`src/rtl/msrv32_bu_bp.sv`:
```
// msrv32_bu_bp: branch unit with a direct-mapped BHT of 2-bit saturating counters.
// Fetch side looks up a taken/not-taken prediction by PC; execute side resolves
// BRANCH/JAL/JALR, trains the BHT on conditional branches and flags mispredictions.
// Optional feature macro: MSRV32_BU_PERF_EN enables the branch/mispredict counters;
// when undefined, br_count_out/mp_count_out are tied to zero and no counter flops exist.
module msrv32_bu_bp #(
  parameter int unsigned XLEN      = 32,
  parameter int unsigned BHT_DEPTH = 64
) (
  input  logic            clk_in,
  input  logic            rst_n_in,
  input  logic [XLEN-1:0] pc_f_in,
  output logic            predict_taken_out,
  input  logic            resolve_valid_in,
  input  logic            stall_in,
  input  logic [4:0]      opcode_6_to_2_in,
  input  logic [2:0]      funct3_in,
  input  logic [XLEN-1:0] rs1_in,
  input  logic [XLEN-1:0] rs2_in,
  input  logic [XLEN-1:0] pc_x_in,
  input  logic            pred_taken_x_in,
  output logic            branch_taken_out,
  output logic            mispredict_out,
  output logic            init_busy_out,
  output logic [31:0]     br_count_out,
  output logic [31:0]     mp_count_out
);

  localparam int unsigned IDX_W = $clog2(BHT_DEPTH);

  localparam logic [4:0] OP_BRANCH = 5'b11000;
  localparam logic [4:0] OP_JAL    = 5'b11011;
  localparam logic [4:0] OP_JALR   = 5'b11001;

  localparam logic [1:0] CTR_WEAK_NT = 2'b01;

  typedef enum logic {
    INIT = 1'b0,
    RUN  = 1'b1
  } state_t;

  state_t           state;
  logic [IDX_W-1:0] init_ptr;
  logic [1:0]       bht [BHT_DEPTH];

  logic [IDX_W-1:0] idx_f;
  logic [IDX_W-1:0] idx_x;
  logic             is_branch;
  logic             is_jal;
  logic             is_jalr;
  logic             is_ctrl;
  logic             cmp_taken;
  logic             fire;
  logic             train;
  logic             mp_next;
  logic [1:0]       ctr_x;
  logic [1:0]       ctr_next;

  // Word-aligned PC bits select the BHT entry on both sides.
  assign idx_f = pc_f_in[IDX_W+1:2];
  assign idx_x = pc_x_in[IDX_W+1:2];

  // PC bits outside the index field do not affect this unit.
  logic unused;
  assign unused = ^{pc_f_in[XLEN-1:IDX_W+2], pc_f_in[1:0],
                    pc_x_in[XLEN-1:IDX_W+2], pc_x_in[1:0]};

  assign is_branch = (opcode_6_to_2_in == OP_BRANCH);
  assign is_jal    = (opcode_6_to_2_in == OP_JAL);
  assign is_jalr   = (opcode_6_to_2_in == OP_JALR);
  assign is_ctrl   = is_branch | is_jal | is_jalr;

  // Conditional-branch comparator selected by funct3.
  always_comb begin
    cmp_taken = 1'b0;
    case (funct3_in)
      3'b000:  cmp_taken = (rs1_in == rs2_in);
      3'b001:  cmp_taken = (rs1_in != rs2_in);
      3'b100:  cmp_taken = ($signed(rs1_in) <  $signed(rs2_in));
      3'b101:  cmp_taken = ($signed(rs1_in) >= $signed(rs2_in));
      3'b110:  cmp_taken = (rs1_in <  rs2_in);
      3'b111:  cmp_taken = (rs1_in >= rs2_in);
      default: cmp_taken = 1'b0;
    endcase
  end

  assign branch_taken_out = is_jal | is_jalr | (is_branch & cmp_taken);

  // A resolve only counts while running, valid and not stalled.
  assign fire    = (state == RUN) & resolve_valid_in & ~stall_in;
  assign train   = fire & is_branch;
  assign mp_next = fire & is_ctrl & (branch_taken_out != pred_taken_x_in);

  // Prediction is forced low until every entry has been initialised.
  assign predict_taken_out = (state == RUN) & bht[idx_f][1];

  // Saturating update of the execute-side counter.
  always_comb begin
    ctr_x    = bht[idx_x];
    ctr_next = ctr_x;
    if (branch_taken_out) begin
      if (ctr_x != 2'b11) ctr_next = ctr_x + 2'b01;
    end else begin
      if (ctr_x != 2'b00) ctr_next = ctr_x - 2'b01;
    end
  end

  // Control FSM: INIT sweeps the table once, RUN holds until reset.
  always_ff @(posedge clk_in) begin
    if (!rst_n_in) begin
      state          <= INIT;
      init_ptr       <= '0;
      init_busy_out  <= 1'b1;
      mispredict_out <= 1'b0;
    end else begin
      mispredict_out <= mp_next;
      case (state)
        INIT: begin
          if (init_ptr == IDX_W'(BHT_DEPTH - 1)) begin
            state         <= RUN;
            init_busy_out <= 1'b0;
          end else begin
            init_ptr <= init_ptr + IDX_W'(1);
          end
        end
        RUN: begin
          state         <= RUN;
          init_busy_out <= 1'b0;
        end
        default: begin
          state         <= INIT;
          init_ptr      <= '0;
          init_busy_out <= 1'b1;
        end
      endcase
    end
  end

  // BHT storage: init sweep writes weak-NT, otherwise conditional branches train.
  always_ff @(posedge clk_in) begin
    if (rst_n_in) begin
      if (state == INIT) begin
        bht[init_ptr] <= CTR_WEAK_NT;
      end else if (train) begin
        bht[idx_x] <= ctr_next;
      end
    end
  end

`ifdef MSRV32_BU_PERF_EN
  // Performance counters share the training/mispredict gating and wrap at 2^32.
  always_ff @(posedge clk_in) begin
    if (!rst_n_in) begin
      br_count_out <= '0;
      mp_count_out <= '0;
    end else begin
      if (fire & is_ctrl) br_count_out <= br_count_out + 32'd1;
      if (mp_next)        mp_count_out <= mp_count_out + 32'd1;
    end
  end
`else
  assign br_count_out = '0;
  assign mp_count_out = '0;
`endif

endmodule

```
`config.mk`:
```
export PLATFORM = sky130hd
export DESIGN_NAME = msrv32_bu_bp
export DESIGN_NICKNAME = d
export VERILOG_FILES = /design/src/rtl/msrv32_bu_bp.sv
export SDC_FILE = /design/constraint.sdc
export NUM_CORES = 1
export LEC_CHECK = 0
export CAP_MARGIN = 20
export CORE_ASPECT_RATIO = 1.4
export CORE_MARGIN = 2
export CORE_UTILIZATION = 45
export CTS_CLUSTER_SIZE = 24
export DETAILED_ROUTE_END_ITERATION = 10
export DONT_BUFFER_PORTS = 1
export GPL_TIMING_DRIVEN = 0
export PLACE_DENSITY = 0.59
export SKIP_CTS_REPAIR_TIMING = 1
export SYNTH_ARGS = -nofsm -noshare
export SYNTH_HDL_FRONTEND = slang
export SYNTH_SLANG_ARGS = --single-unit
```
`constraint.sdc`:
```
create_clock -name clk_in -period 22.3 [get_ports clk_in]
set_input_delay 6.69 -clock clk_in [delete_from_list [all_inputs] [get_ports clk_in]]
set_output_delay 6.69 -clock clk_in [all_outputs]
set_load 0.1 [all_outputs]
```
## After elaboration in Yosys (flattened, before gate mapping)

Memories as Yosys holds them, arrays and structs flattened.
Cells that the tools add are included.

| word-level totals | value |
|---|---|
| bits in registers | 9 |
| RAM bits | 128 |
| logic and storage cells | 62 |
| memories kept | 1 |

| cells by class | value |
|---|---|
| add/subtract/negate cells | 3 |
| order comparisons | 4 |
| equal/unequal tests | 14 |
| multiplexer cells | 18 |
| bitwise gates (word level) | 14 |
| reduce and logical (&&, ||, !) cells | 4 |

Memory list:

| memory | depth | width | rd ports | clocked after Yosys merged registers in | wr ports | RTL line | source |
|---|---|---|---|---|---|---|---|
| bht | 64 | 2 | 2 | 0 | 1 | 44 | `logic [1:0] bht [BHT_DEPTH];` |

Operator list:

| kind | number |
|---|---|
| $ge 32x32->1 | 2 |
| $lt 32x32->1 | 2 |
| $eq 32x32->1 | 1 |
| $ne 32x32->1 | 1 |
| $eq 5x5->1 const B | 3 |
| $eq 3x3->1 const B | 4 |
| $mux 1 | 10 |
| $mux 2 | 4 |
| $and 1x1->1 | 7 |
| $add 6x1->6 const B | 1 |
| $eq 6x6->1 const B | 1 |
| $mux 6 | 1 |
| $pmux 1 s6 | 1 |
| $ne 2x2->1 const B | 2 |
| $or 1x1->1 | 4 |
| $pmux 1 s2 | 2 |
| $eq 3x1->1 const B | 1 |
| $logic_not 3->1 | 1 |
| $not 1->1 | 3 |
| $add 2x1->2 const B | 1 |
| $reduce_and 2->1 | 1 |
| $reduce_bool 2->1 | 1 |
| $reduce_or 2->1 | 1 |
| $sub 2x1->2 const B | 1 |
| $ne 1x1->1 | 1 |

## Logic depth before layout (Yosys ltp)

Gate-level depths: netlist of the first run.

| depth | value |
|---|---|
| word-level depth | 9 |
| mapped depth | 10 |

## Worst setup path before layout of the first run

Ideal clock, no wire load.

| timing path | value |
|---|---|
| path type | input port to output port |
| start | input port rs2_in[31] |
| end | output port branch_taken_out |
| data arrival time | 9.618 ns |
| required time | 15.610 ns |
| path slack | 5.992 ns |
| stages | 10 |
| buffers on the path | 0 |
| cells stage by stage | inv_1 -> ha_1 -> nand4_4 -> nor2_1 -> nand4_1 -> a311o_1 -> a221oi_1 -> mux2_4 -> nor2_1 -> nor2_1 |

| between the ends | value |
|---|---|
| longest elaborated chain between the ends | 4 |
| elaborated cells on any way between the ends | 9 |

RTL lines:

| element | RTL line | source |
|---|---|---|
| from (decl) | 19 | `input logic [XLEN-1:0] rs2_in,` |
| $ge 32x32->1 (tied with other cells) | 82 | `3'b111: cmp_taken = (rs1_in >= rs2_in);` |
| $pmux 1 s6 * | 76 | `case (funct3_in)` |
| $and 1x1->1 * | 87 | `assign branch_taken_out = is_jal \| is_jalr \| (is_branch & cmp_taken);` |
| $or 1x1->1 * | 87 |  |
| to (decl) | 22 | `output logic branch_taken_out,` |

Mark *: on every way between the ends. The rest lies on a longest branch, timed or not.

## Worst setup path in the final report of the first run

| timing path | value |
|---|---|
| start | input port pc_f_in[3] |
| end | output port predict_taken_out |

| between the ends | value |
|---|---|
| longest elaborated chain between the ends | 2 |

RTL lines:

| element | RTL line | source |
|---|---|---|
| from (decl) | 12 | `input logic [XLEN-1:0] pc_f_in,` |
| $mem_v2 64x2 | n/a |  |
| $and 1x1->1 | 95 | `assign predict_taken_out = (state == RUN) & bht[idx_f][1];` |
| to (decl) | 13 | `output logic predict_taken_out,` |

No other way between the ends.

==> impl_metrics.yaml, run 1 <==
drt:
  drt-pass1-iter-count: 5
  via_per_inst: 5.50
  routed_wl_um: 18100
  ant_nets: 0
  drtIter0Drc: 427
  avgRoutedWirePerCell_um: 20.2
  routed-via-count: 4910
  drc_errors: 0
sta:
  tns_ps: 0
  fmax_mhz: 60.7
  fin_crit_sh_pct: 73.9
  drv_slew: 0
  finalCriticalPeriod_ps: 16480
  hold_viol_final: 0
  slew_headroom_pct: 29.4
  worst_pin_slew_ps: 1060
  skew_ps: 11.3
  finalSetupViolations: 0
  grt_setup_unrepaired: "false"
critical_path:
  worstSetupEndpointType: "primary output"
  critPathKind: "in2out"
  start_kind: "input pin"
  worstPathArrival_ps: 9790
  r2r_cells: 9
  cp_data_required_time_ps: 15610
  crit_fanout: 10
hold_path:
  hp-class: "reg2reg"
  holdPathStages: 2
cells_and_area:
  final_util_pct: 52.9
  nNetsFinal: 851
  drive_gt1_share_pct: 24.8
  fill_cells: 1412
  diodes: 0
  seqCellArea_um2: 4020
  synthToLayoutAreaGrowth_pct: 14.8
  multiInputGateArea_um2: 3250
  final_common_cell: "edfxtp_1"
  final_cell_mix: "128 x edfxtp_1, 83 x nor2_1, 65 x buf_4"
floorplanning:
  die-area_um2: 18300
  core_um2: 16800
  chipHeight_um: 159
  start_util_pct: 46.1
  die_w_um: 115
  rows: 56
  io-pin-count: 209
logic_synthesis:
  async_flop_share_pct: 0
  synth-seq-area-share_pct: 51.9
  ys_warn_count: 0
  syn_avg_cell_area_um2: 13.1
  netlist_area_um2: 7760
  syn_inst: 593
  ys_ff_latch: 137
  synth_enable_flop_cells: 128
  ys.flop_type: "edfxtp_1"
  netlist-cell-type-count: 58
global_routing:
  grt_max_degree: 43
  grt_pass1_wl_um: 27100
  groute.usage.overall_pct: 19.9
  first_global_vias: 4976
  grt_antenna_before_repair: 0
  grt_overflow: 0
clock_tree:
  clk_latency_ps: 420
  cts.clk_slew.worst_paths_ps: 60
  htree_num_levels: 4
  cts_tree: "built"
  root_buffer: "clkbuf_16"
  cts_buffers: 17
  clk_path_buf_depth: 2
  cts_sinks: 137
placed_design:
  hpwl_um: 13600
  gp_congestion: 0.834
  port_buffers: 0
power_and_ir_drop:
  vdd_drop_max_uv: 54.8
  power.density_nw_per_um2: 73.5
  p_leak_nw: 3.32
status:
  status: "finished, final reports clean"
run:
  cap_violations: 0
-- area by class of cell --
class / count / area share [%]
flip-flops and latches: 137 / 45.2
multi-input cells: 390 / 36.5
plain buffers: 88 / 6.62
clock buffers: 17 / 4.78
well taps: 203 / 2.85
clock inverters: 15 / 1.84
inverters: 41 / 1.73
repair buffers: 2 / 0.450
-- routing by layer --
layer | up-vias | track usage (%) | share of wire [%]
li1 | 2283 | - | -
met1 | 2359 | 23.1 | 38
met2 | 235 | 34.9 | 52
met3 | 33 | 5.52 | 8.2
met4 | 0 | 7.23 | 2.4
met5 | - | 0 | 0
-- worst paths after layout --
path	start	to	slack [ps]
worst min-delay path	init_ptr[5]	init_ptr[5]	530
worst max-delay path	pc_f_in[3]	predict_taken_out	5820
worst min register to register	init_ptr[5]	init_ptr[5]	530
worst max register to register	bht[27][1]	bht[51][0]	19110
-- report_power, final --
part | internal (mW) | switching (mW) | leakage [nW] | total (mW)
clock network | 0.166 | 0.112 | 0.285 | 0.279
registers | 0.278 | 0.00106 | 1.25 | 0.279
logic | 0.0245 | 0.0718 | 1.78 | 0.0964
total | 0.469 | 0.185 | 3.32 | 0.654
-- cells in the mapped netlist, types with 6 or more instances --
library cell | instances | area, um2
a21oi_1 | 16 | 80.1
a221oi_1 | 6 | 52.6
a22oi_1 | 6 | 45.0
buf_4 | 65 | 488
clkbuf_1 | 14 | 52.6
dfxtp_1 | 9 | 180
edfxtp_1 | 128 | 3840
ha_1 | 33 | 413
inv_1 | 41 | 154
mux4_2 | 53 | 1190
nand2_1 | 18 | 67.6
nand2b_1 | 10 | 62.6
nand3_1 | 9 | 45.0
nand4_1 | 9 | 56.3
nor2_1 | 84 | 315
nor3_1 | 7 | 35.0
-- cell families after synthesis --
kind of cell	share of synthesized area, %
flip-flops	51.9
multiplexers	16.0
AND/OR/NAND/NOR	10.3
buffers and inverters	9.58
other	0.0483
adder cells (fa/ha/maj)	5.32
XOR/XNOR	0.452
AO/OA/AOI/OAI	6.47
-- worst max-delay path, cell delays in order --
cell	delay, ps
buf_1	390
clkbuf_1	680
mux4_2	430
mux4_2	530
mux4_2	530
and2_1	530
-- per-stage QoR --
stage,worst slack [ps],instances,area [um2],hold slack (ps),total power [mW]
after detailed placement,5840,861,8310,521,0.380
after global placement,5780,859,8250,498,0.379
after CTS,5830,893,8900,533,0.655
after floorplan,5990,656,7990,471,0.370
final,5820,893,8900,530,0.654
after global routing,5780,893,8900,565,0.673
-- state kept, by name, summed over array words and instances, names as in the netlist --
name            count
mispredict_out      1
init_ptr            6
init_busy_out       1
state               1
bht               128
Power figures use the tool's default switching activity.
==> run 2: changes to the inputs <==
--- a/config.mk
+++ b/config.mk
@@ -13,7 +13,7 @@
 export DETAILED_ROUTE_END_ITERATION = 10
 export DONT_BUFFER_PORTS = 1
 export GPL_TIMING_DRIVEN = 0
-export PLACE_DENSITY = 0.59
+export PLACE_DENSITY = 0.61
 export SKIP_CTS_REPAIR_TIMING = 1
 export SYNTH_ARGS = -nofsm -noshare
 export SYNTH_HDL_FRONTEND = slang
==> constraint.sdc (replaced) <==
create_clock -name clk_in -period 14.2 [get_ports clk_in]
set_input_delay 4.26 -clock clk_in [delete_from_list [all_inputs] [get_ports clk_in]]
set_output_delay 4.26 -clock clk_in [all_outputs]
set_load 0.1 [all_outputs]
==> run 2 against run 1 <==
Critical path depth stayed put. Register-to-register slack worse by 8200 ps. Die area stayed put. Clock skew is 8.6 ps higher. Combinational power is 56% higher. Wire length is 0.39% higher. Sequential cell count stayed put. Cell count stayed put. Largest power group unchanged.
==> impl_metrics.yaml, run 2 (synthesis results as in run 1) <==
cells_and_area:
  final_common_cell: "edfxtp_1"
  final_cell_mix: "128 x edfxtp_1, 83 x nor2_1, 65 x buf_4"
  regMostFlops: "bht"
  diodes: 0
  reg_top3: "bht (128), init_ptr (6)"
  nNetsFinal: 851
  largest_reg_flops: 128
  synthToLayoutAreaGrowth_pct: 14.4
  design_area_um2: 8880
  drive_gt1_share_pct: 24.8
  fill_cells: 1415
sta:
  fmax_mhz: 85.8
  skew_ps: 19.9
  hold_viol_final: 0
  fin_crit_sh_pct: 82.1
  drv_slew: 0
  worst_pin_slew_ps: 1070
  finalCriticalPeriod_ps: 11660
  slew_headroom_pct: 28.8
  tns_ps: 0
  finalSetupViolations: 0
  grt_setup_unrepaired: "false"
critical_path:
  cp_cell_sequence: "buf_1, clkbuf_1, mux4_2, mux4_2, mux4_2, and2_1"
  rrSetupSlack_ps: 10950
  critPathMostFrequentCell: "mux4_2"
  cp_data_required_time_ps: 9940
  start_kind: "input pin"
  worstSetupEndpointType: "primary output"
  cp_slowest_cell: "clkbuf_1"
  critPathKind: "in2out"
  crit_fanout: 10
  cpPeakStageDelay_ps: 690
  worstPathArrival_ps: 7400
run:
  cap_violations: 0
clock_tree:
  clk_latency_ps: 430
  root_buffer: "clkbuf_16"
  cts_buffers: 17
  cts.clk_slew.worst_paths_ps: 60
  clk_path_buf_depth: 2
  htree_num_levels: 4
  cts_tree: "built"
  cts_sinks: 137
drt:
  routed_wl_um: 18100
  routed-via-count: 4955
  drt-pass1-iter-count: 5
  ant_nets: 0
  drc_errors: 0
  avgRoutedWirePerCell_um: 20.3
  drtIter0Drc: 276
  via_per_inst: 5.55
placed_design:
  hpwl_um: 13400
  place_area_um2: 8320
  gp_congestion: 0.855
  port_buffers: 0
power_and_ir_drop:
  power.density_nw_per_um2: 113
  p_leak_nw: 3.61
  vdd_drop_max_uv: 93.2
floorplanning:
  io-pin-count: 209
  chipHeight_um: 159
  die_w_um: 115
  core_um2: 16800
  rows: 56
  die-area_um2: 18300
  start_util_pct: 46.1
global_routing:
  grt_antenna_before_repair: 0
  grt_pass1_wl_um: 26600
  grt_overflow: 0
  first_global_vias: 4946
  groute.usage.overall_pct: 19.7
  grt_max_degree: 42
status:
  status: "finished, final reports clean"
hold_path:
  hp-class: "reg2reg"
[run 2: changes by cell type in the layout (fill, tap and decap cells not counted), sizes merged]
cell / previous run / this run
inv: 46 / 49
bufinv: 2 / 0
clkinvlp: 2 / 6
clkinv: 6 / 1
[run 2: path summary, 6_finish.rpt]
| check | depth (start not counted) | endpoint | startpoint |
|---|---|---|---|
| max reg2reg | 9 | bht[23][0] | bht[59][1] |
| min | 2 | init_ptr[5] | init_ptr[5] |
| min reg2reg | 2 | init_ptr[5] | init_ptr[5] |
| max | 6 | predict_taken_out | pc_f_in[3] |
[run 2: routing by layer]
metal | vias up | routed length [um] | GRT usage, %
li1 | 2284 | - | -
met1 | 2416 | 6610 | 21.4
met2 | 218 | 9520 | 35.0
met3 | 37 | 1300 | 5.18
met4 | 0 | 710 | 9.26
met5 | - | 0 | 0
[run 2: per-stage QoR]
stage | util, % | cells | hold slack, ps | setup WS (ps) | power, mW
final | 52.8 | 893 | 515 | 2540 | 1.00
after global routing | 52.8 | 893 | 559 | 2530 | 1.03
after CTS | 52.8 | 893 | 511 | 2590 | 1.00
after detailed placement | 49.5 | 861 | 497 | 2600 | 0.595
after global placement | 49.0 | 859 | 492 | 1460 | 0.593
after floorplan | - | 656 | 471 | 2750 | 0.579
[run 2: worst max-delay path: cells and delay by family]
kind / cells / cell delay, ps
buffers and inverters: 2 / 1130
multiplexers: 3 / 1460
AND/OR/NAND/NOR: 1 / 520
[run 2: power breakdown]
group	switching (mW)	internal, mW	total, mW
clock network	0.183	0.229	0.412
logic	0.112	0.0374	0.150
registers	0.00165	0.436	0.438
[run 2: cell type report]
| class | instances | area [um2] | share of cell area, % |
|---|---|---|---|
| Buffer | 88 | 589 | 6.64 |
| Clock buffer | 17 | 425 | 4.79 |
| Clock inverter | 15 | 131 | 1.48 |
| Inverter | 41 | 154 | 1.73 |
| Multi-Input combinational cell | 390 | 3250 | 36.6 |
| Sequential cell | 137 | 4020 | 45.3 |
| Tap cell | 203 | 254 | 2.86 |
| Timing Repair Buffer | 2 | 47.5 | 0.536 |
